==> config.mk <==
export PLATFORM = sky130hd
export DESIGN_NAME = spi_request_arbiter
export DESIGN_NICKNAME = d
export VERILOG_FILES = /design/src/rtl/spi_request_arbiter.sv
export SDC_FILE = /design/constraint.sdc
export NUM_CORES = 1
export LEC_CHECK = 0
export ABC_AREA = 1
export BUFFER_PORTS_ARGS = -buffer_cell sky130_fd_sc_hd__buf_2
export CAP_MARGIN = 20
export CORE_UTILIZATION = 50
export DETAILED_ROUTE_END_ITERATION = 8
export PLACE_DENSITY = 0.83
export SLEW_MARGIN = 30
export SYNTH_ARGS = -nofsm -noshare
export SYNTH_HDL_FRONTEND = slang
export SYNTH_SLANG_ARGS = --single-unit
==> constraint.sdc <==
create_clock -name i_clk -period 2 [get_ports i_clk]
set_input_delay 0 -clock i_clk [delete_from_list [all_inputs] [get_ports i_clk]]
set_output_delay 0 -clock i_clk [all_outputs]
set_load 0.01 [all_outputs]
==> src/rtl/spi_request_arbiter.sv <==
// Round-robin arbiter sharing one spi_master among NUM_REQ requesters; one transfer per grant.
// Optional SPI_ARB_BURST_EN adds i_lock for back-to-back bytes from a single owner.
module spi_request_arbiter #(
  parameter int DATA_WIDTH   = 8,
  parameter int NUM_REQ      = 4,
  parameter int BUSY_TIMEOUT = 16
) (
  input  logic                          i_clk,
  input  logic                          i_rst_n,
  input  logic [NUM_REQ-1:0]            i_req,
  input  logic [NUM_REQ*DATA_WIDTH-1:0] i_req_tx_data,
  output logic [NUM_REQ-1:0]            o_grant,
  output logic [NUM_REQ-1:0]            o_ack,
  output logic                          o_err,
  output logic [DATA_WIDTH-1:0]         o_rx_data,
  output logic                          o_spi_enable,
  output logic [DATA_WIDTH-1:0]         o_master_tx_datain,
  input  logic                          i_busy,
  input  logic [DATA_WIDTH-1:0]         i_master_rx_dataout
`ifdef SPI_ARB_BURST_EN
  ,
  input  logic [NUM_REQ-1:0]            i_lock
`endif
);

  // state     | meaning
  // S_IDLE    | sample req, pick next owner round-robin
  // S_START   | one-cycle spi_enable, load busy-start timer
  // S_WAIT    | wait for busy to rise, time out after BUSY_TIMEOUT cycles
  // S_XFER    | wait for busy to fall, capture received byte
  // S_DONE    | one-cycle ack/err to owner, update round-robin pointer

  localparam int IW = (NUM_REQ > 1) ? $clog2(NUM_REQ) : 1;
  localparam int TW = (BUSY_TIMEOUT > 2) ? $clog2(BUSY_TIMEOUT) : 1;

  typedef enum logic [2:0] {S_IDLE, S_START, S_WAIT, S_XFER, S_DONE} state_t;

  state_t                r_state, w_state_nxt;
  logic [NUM_REQ-1:0]    r_grant;
  logic [IW-1:0]         r_owner;
  logic [IW-1:0]         r_last;
  logic [DATA_WIDTH-1:0] r_tx;
  logic [DATA_WIDTH-1:0] r_rx;
  logic                  r_err;
  logic [TW-1:0]         r_timer;
  logic [IW:0]           w_pick;
  logic                  w_burst;

  // Returns {found, index} of the first requester after 'last', wrapping around.
  function automatic logic [IW:0] f_pick(input logic [NUM_REQ-1:0] req, input logic [IW-1:0] last);
    logic [IW:0] res;
    int          j;
    res = '0;
    for (int k = NUM_REQ; k >= 1; k--) begin
      j = (int'(last) + k) % NUM_REQ;
      if (req[j[IW-1:0]]) res = {1'b1, j[IW-1:0]};
    end
    return res;
  endfunction

  always_ff @(posedge i_clk or negedge i_rst_n) begin
    if (!i_rst_n) r_state <= S_IDLE;
    else          r_state <= w_state_nxt;
  end

  always_comb begin
    w_state_nxt  = r_state;
    w_pick       = f_pick(i_req, r_last);
    w_burst      = 1'b0;
    o_spi_enable = 1'b0;
    o_ack        = '0;
    o_err        = 1'b0;
`ifdef SPI_ARB_BURST_EN
    w_burst      = i_lock[r_owner] & i_req[r_owner];
`endif
    case (r_state)
      S_IDLE:  if (w_pick[IW]) w_state_nxt = S_START;
      S_START: begin
        o_spi_enable = 1'b1;
        w_state_nxt  = S_WAIT;
      end
      S_WAIT: begin
        if (i_busy)              w_state_nxt = S_XFER;
        else if (r_timer == '0)  w_state_nxt = S_DONE;
      end
      S_XFER:  if (!i_busy) w_state_nxt = S_DONE;
      S_DONE: begin
        o_ack       = r_grant;
        o_err       = r_err;
        w_state_nxt = w_burst ? S_START : S_IDLE;
      end
      default: w_state_nxt = S_IDLE;
    endcase
  end

  always_ff @(posedge i_clk or negedge i_rst_n) begin
    if (!i_rst_n) begin
      r_grant <= '0;
      r_owner <= '0;
      r_last  <= IW'(NUM_REQ - 1);
      r_tx    <= '0;
      r_rx    <= '0;
      r_err   <= 1'b0;
      r_timer <= '0;
    end else begin
      case (r_state)
        S_IDLE: begin
          if (w_pick[IW]) begin
            r_owner <= w_pick[IW-1:0];
            r_grant <= NUM_REQ'(1) << w_pick[IW-1:0];
            r_tx    <= i_req_tx_data[int'(w_pick[IW-1:0])*DATA_WIDTH +: DATA_WIDTH];
          end
        end
        S_START: begin
          // Down-counter expires so the timeout ack lands BUSY_TIMEOUT cycles after spi_enable.
          r_timer <= TW'(BUSY_TIMEOUT - 2);
          r_err   <= 1'b0;
        end
        S_WAIT: begin
          if (!i_busy) begin
            if (r_timer == '0) r_err <= 1'b1;
            else               r_timer <= r_timer - 1'b1;
          end
        end
        S_XFER: begin
          if (!i_busy) begin
            r_rx  <= i_master_rx_dataout;
            r_err <= 1'b0;
          end
        end
        S_DONE: begin
          r_last <= r_owner;
          if (w_burst) r_tx <= i_req_tx_data[int'(r_owner)*DATA_WIDTH +: DATA_WIDTH];
          else         r_grant <= '0;
        end
        default: ;
      endcase
    end
  end

  assign o_grant            = r_grant;
  assign o_rx_data          = r_rx;
  assign o_master_tx_datain = r_tx;

endmodule
==> impl_results.md, run 1 <==
* Status: finished, final reports clean
* H-Tree Depth at 2
* Die ar. at 4520 um2
* Cells after Synth at 274
* Post-route DRC at 0
* Skew final at 0.0102 ns
* Share of layout cells above drive strength 1 at ~41%
* Cts bufs inserted at 5
* Starting density of the core at 52.8%
* Antenna cell count at 0
* Cell Area, Synth at approximately 2100 um2
* Floorplan row count at 23
* RePlAce Congestion at 0.884
* Cell taking the most area after synthesis: dfrtp_1
* Reg2reg path depth at 15
* Net Sw Frac at 48.1%
* Net Count, Synth at ~320
* Highest clock rate at between 500 and 600 MHz
* Relative slew slack at 53.5%
* Post-route ant nets at 0
* Largest net degree at the start of global routing at 33
* Crit Path Max Fanout at 8
* 1st-iter DRT viols at 132
* Nets at 425
* RSZ-0062 raised after global routing: yes
* Crit Reg-Reg Endpoint: o_master_tx_datain[7]
* Area delta synth->final at 39.6%
* CP arrival at roughly 2.2 ns
* Die W at 67.2 um
* Yosys reg bits at 32
* Final HPWL DP at between 3000 and 4000 um
* Final worst-path cycle share at roughly 99%
* Die Y at 67.2 um
* Pwr Density at between 2000 and 2500 nW/um2
* Slew Limit Fails at 0
* Min-Delay Path Class: input pin to flip-flop
* WP data required at 2.18 ns
* Combinational power share at 70.1%
* CP Capture Type: flip-flop
* Origin of the critical flop-to-flop path: r_last[0]
* NetSw at 0.00287 W
* Max-cap check violation count at 0
* Clk buf depth at 2
* Crit path launch type: flip-flop
* DRT Pass-1 Iters at 4
* Setup_tns at 0 ns
* Root Driver: clkbuf_8
* WL/cell at roughly 13 um
* Mean post-synth cell area at 7.76 um2
* Share of the yosys chip area belonging to registers at 37.8%
* # port buffers at 72
* Final Setup Violations at 0
* Insertion delay of the later-clocked pin in the worst-skew pair at 0.28 ns
* Cell-internal power at 0.00310 W
* Worst-path clk slew at approximately 0.07 ns
* Via count at between 2k and 2.5k
* Worst Tran Pin Value at 0.698 ns
* Number of global-route vias before repair at 1886
* CTS tree: built
* Flop pwr share at 19.7%
* Final WL at 5620 um
* Min Tclk post-route at 1.99 ns
* DR vias/cell at 5.10
* Initial antenna violation count at 0
* Top cell type's share of synthesized area at between 30% and 40%
* I/O pin total at 73
* CP Capture Point: o_master_tx_datain[7]
* Reg2reg setup slack at 0.01 ns
* Ys Warns at 0
* Fill count at 290
* Yosys cell types at 36
* First-pass GRT wire length at between 8000 and 9000 um
* Crit path from: r_last[0]
* Final Cell Area at 2970 um2
* Peak VDD IR at roughly 1.0 mV
* HP Start: i_req_tx_data[25]
* Post-Route Utilization at around 74%
* Worst Path Class, Setup: flip-flop to flip-flop
* Clk pwr share at 10.2%
* Placed instance area at 2550 um2
* Total GRT Usage at 23.9%
* Core ar. at between 4000 and 5000 um2
* Final hold vios at 0
* Clock Sink Count at 32
* Hold_ws at 0.0915 ns
* Overall Power at just under 0.006 W
* Grt ovf at 0
* Synth area leaders: dfrtp_1 35%, nand2_1 15%, inv_1 7.2%
* Leakage at 1.69 nW
==> how the worst min path moves through the flow <==
stage / end / cells after the start
after floorplan: o_grant[0] / 0
after global placement: r_timer[2] / 1
after detailed placement: r_timer[2] / 1
after CTS: r_state[1] / 5
after global routing: r_timer[1] / 3
final: o_master_tx_datain[1] / 7
==> what timing repair did <==
item | 4_1_cts | 5_1_grt
setup endpoints to repair | 0 | 10
hold buffers | 9 | 0
resized for setup | 0 | 17
hold endpoints to repair | 38 | 0
buffers inserted | 0 | 11
==> cell usage after synthesis (all sizes together) <==
cell type / n
dfstp: 2
dfrtp: 30
o21ai: 10
a21boi: 1
inv: 43
buf: 6
o221ai: 1
nand4: 1
and2: 1
mux2: 8
o22ai: 2
nand3b: 1
nor3: 3
a31oi: 1
o211ai: 1
a22oi: 2
nand2: 109
nand3: 29
clkinv: 2
ha: 1
o21a: 1
a21oi: 4
nor2: 15
==> stage by stage <==
stage	worst slack, ns	instances
6_report	0.0146	428
5_1_grt	-0.117	428
4_1_cts	0.0264	413
3_5_place_dp	0.0539	396
3_3_place_gp	0.122	396
2_1_floorplan	0.217	274
==> power groups by stage <==
| stage | clock, W | combinational (W) | sequential, W |
|---|---|---|---|
| 3_3_place_gp | 0 | 0.00327 | 0.00118 |
| 4_1_cts | 0.000611 | 0.00338 | 0.00119 |
| 2_1_floorplan | 0 | 0.00255 | 0.00123 |
| 6_report | 0.000609 | 0.00418 | 0.00117 |
| 5_1_grt | 0.000641 | 0.00458 | 0.00121 |
| 3_5_place_dp | 0 | 0.00336 | 0.00119 |
==> area by class of cell <==
class / instances / area (um2) / area share, %
sequential: 32 / 803 / 27.1
inverter: 45 / 183 / 6.16
clock buffer: 6 / 72.6 / 2.45
multi-input combinational: 193 / 1150 / 38.6
clock inverter: 2 / 35.0 / 1.18
tap: 50 / 62.6 / 2.11
timing repair buffer: 100 / 664 / 22.4
==> flip-flops by register name, indices dropped and copies added (netlist names) <==
register and cells:
r_owner 2, o_master_tx_datain 8, o_rx_data 8, r_timer 4, r_err 1, o_grant 4
r_state 3, r_last 2
==> critical path, cell delays in order (launching register included) <==
cell and delay (ns):
dfstp_2 0.56, buf_12 0.13, nand2_1 0.07, o21ai_2 0.10
nand2_1 0.12, nand2_1 0.09, inv_2 0.07, nand2_4 0.09
nand2_8 0.10, clkbuf_16 0.18, nand3_1 0.06, nand2_1 0.06
nand2_1 0.07, nand2_2 0.06, nand2_2 0.06, nand2_1 0.05
==> logic make-up after synthesis <==
family,share of synthesized area [%]
and+or+nand+nor,39.4
DFF,37.8
muxes,4.24
adders and majority gates,0.588
AOI/OAI and AO/OA,6.53
buffers and inverters,11.5
==> metal layers <==
layer	share of wire, %	wire (um)	vias up	global-route usage (%)
met3	6.3	356	12	6.42
met5	0	0	-	0
met1	40	2270	1013	28.5
met4	2.3	131	0	5.59
li1	-	-	1067	-
met2	51	2860	90	42.6
==> placed cells by master, fill, tap and decap left out, drive strengths merged, types with 2 or more instances in the layout <==
cell type,synthesis,routed
o22ai,2,2
buf,6,90
clkinv,2,3
nand3,29,29
inv,43,43
mux2,8,8
nand2,109,111
dfrtp,30,30
nor3,3,3
dlygate4sd3,0,9
o21ai,10,10
clkbuf,0,7
dfstp,2,2
a22oi,2,2
nor2,15,15
a21oi,4,4
Note: power is estimated with default switching activity, not from simulation.
==> inputs of run 2 (changes only) <==
- CELL_PAD_IN_SITES_DETAIL_PLACEMENT: not set -> 0
- CELL_PAD_IN_SITES_GLOBAL_PLACEMENT: not set -> 1
- CORE_UTILIZATION: 50 -> 36
- PLACE_DENSITY: 0.83 -> 0.84
==> impl_results.md, run 2 (same netlist as run 1, synthesis figures left out) <==
* Crit path launch type: flip-flop
* Die W at between 70 and 80 um
* Most frequent cells in the layout: 79 x nand2_1, 72 x buf_2, 40 x inv_1, 30 x dfrtp_1, 17 x nand3_1
* Starting density of the core at 37.9%
* Area delta synth->final at 40.1%
* Pre-CTS WS at 0.0576 ns
* Worst-path clk slew at 0.07 ns
* Core ar. at 5610 um2
* Insertion delay of the later-clocked pin in the worst-skew pair at 0.28 ns
* Crit Path Max Fanout at 7
* # port buffers at 72
* I/O pin total at 73
* Root Driver: clkbuf_8
* Nets at 418
* Crit path cell chain: buf_12 -> nand2_4 -> o21ai_4 -> nand2_2 -> nand2_2 -> nand2_4 -> nand2_4 -> nand2_8 -> buf_12 -> nand3_2 -> nand2_1 -> nand2_1 -> nand2_1 -> nand2_1 -> nand2_1
* Min Tclk post-route at approximately 1.9 ns
* Slowest CP cell: dfstp_2
* Die Y at 78.8 um
* Status: finished, final reports clean
* CTS tree: built
* Grt ovf at 0
* Final HPWL DP at around 3800 um
* Final Setup Violations at 0
* Origin of the critical flop-to-flop path: r_last[0]
* Total GRT Usage at 17.6%
* Floorplan row count at 27
* Commonest non-fill, non-tap cell in the layout: nand2_1
* Leakage at between 1.5 and 2 nW
* WL/cell at ~12 um
* Placed Cells at between 400 and 500
* Cts bufs inserted at 5
* HP Start: i_busy
* DR vias/cell at ~4.6
* H-Tree Depth at 2
* Post-route ant nets at 0
* Post-Route Utilization at a little over half
* 1st-iter DRT viols at 75
* WP data required at 2.18 ns
* Worst Tran Pin Value at 0.714 ns
* Slew Limit Fails at 0
* Min-Delay Path Class: input pin to flip-flop
* First-pass GRT wire length at 8600 um
* RePlAce Congestion at 0.788
* Antenna cell count at 0
* CP arrival at 2.08 ns
* Initial antenna violation count at 0
* Crit path from: r_last[0]
* Largest net degree at the start of global routing at 33
* RSZ-0062 raised after global routing: yes
* Post-route DRC at 0
* Pwr Density at between 1500 and 2000 nW/um2
* Peak VDD IR at between 0.9 and 1 mV
* Final WL at 5210 um
* Share of layout cells above drive strength 1 at 41.5%
* Via count at 2058
* Finished Layout Cells at 443
* Die ar. at 6220 um2
* Worst setup margin at just over 0.1 ns
* Worst Path Class, Setup: flip-flop to flip-flop
* Final worst-path cycle share at between 90 and 100%
* CP max stage delay at 0.62 ns
* Crit-path most repeated cell: nand2_1
* Number of global-route vias before repair at between 1.5k and 2k
* Final hold vios at 0
* Max-cap check violation count at 0
* Highest clock rate at 527 MHz
* Clk buf depth at 2
* Relative slew slack at 52.4%
* Skew final at about 0.0064 ns
* Clock Sink Count at 32
* DRT Pass-1 Iters at 4
* CP Capture Type: flip-flop
==> run 2: metal layers <==
layer  global-route usage [%]  routed length [um]  part of all wire [%]
met4                     5.45                  51                  0.98
met2                     29.7                2540                    49
met5                        0                   0                     0
met1                     23.2                2400                    46
met3                     2.53                 228                   4.4
==> run 2: stage by stage <==
| stage | TNS [ns] | hold WS (ns) | power [W] | cell area, um2 |
|---|---|---|---|---|
| 6_report | 0 | 0.0557 | 0.00580 | 2980 |
| 5_1_grt | -0.0946 | 0.0643 | 0.00633 | 2980 |
| 4_1_cts | 0 | 0.0479 | 0.00512 | 2760 |
| 3_5_place_dp | 0 | 0.105 | 0.00446 | 2560 |
| 3_3_place_gp | 0 | 0.0960 | 0.00444 | 2560 |
| 2_1_floorplan | 0 | -0.296 | 0.00377 | 2130 |
==> run 2: final cells by class <==
type | count | area (um2)
fillers | 575 | 2630
multi-input cells | 192 | 1160
flip-flops and latches | 32 | 803
repair buffers | 94 | 633
inverters | 45 | 178
well taps | 72 | 90.1
clock buffers | 5 | 68.8
clock inverters | 3 | 42.5
==> run 2: path summary, 6_finish.rpt <==
| kind | end | slack (ns) | cells past startpoint |
|---|---|---|---|
| max | o_master_tx_datain[5] | 0.10 | 15 |
| min | r_state[1] | 0.06 | 5 |
| max reg2reg | o_master_tx_datain[5] | 0.10 | 15 |
| min reg2reg | o_master_tx_datain[6] | 0.48 | 2 |
| max in group asynchronous | o_grant[2] | 1.24 | 2 |
| min in group asynchronous | r_timer[0] | 0.30 | 2 |
==> run 2: power breakdown <==
| group | total (W) | switching, W | internal, W | leakage, nW |
|---|---|---|---|---|
| registers | 0.00118 | 0.000201 | 0.000979 | 0.384 |
| logic | 0.00399 | 0.00227 | 0.00172 | 1.24 |
| clock network | 0.000627 | 0.000258 | 0.000369 | 0.0541 |
==> run 2: worst max-delay path, delay by kind of cell, from the launching register on <==
kind | cells | cell delay (ns)
AO/OA/AOI/OAI | 1 | 0.07
buffers and inverters | 2 | 0.30
flip-flops | 1 | 0.62
AND/OR/NAND/NOR | 12 | 0.79
==> run 2: what timing repair did <==
item                                    CTS  global route
gates resized for setup                   0            23
buffers inserted                          0             4
hold endpoints to repair                 38             0
endpoints found under the setup margin    0             9
hold buffers                              9             0
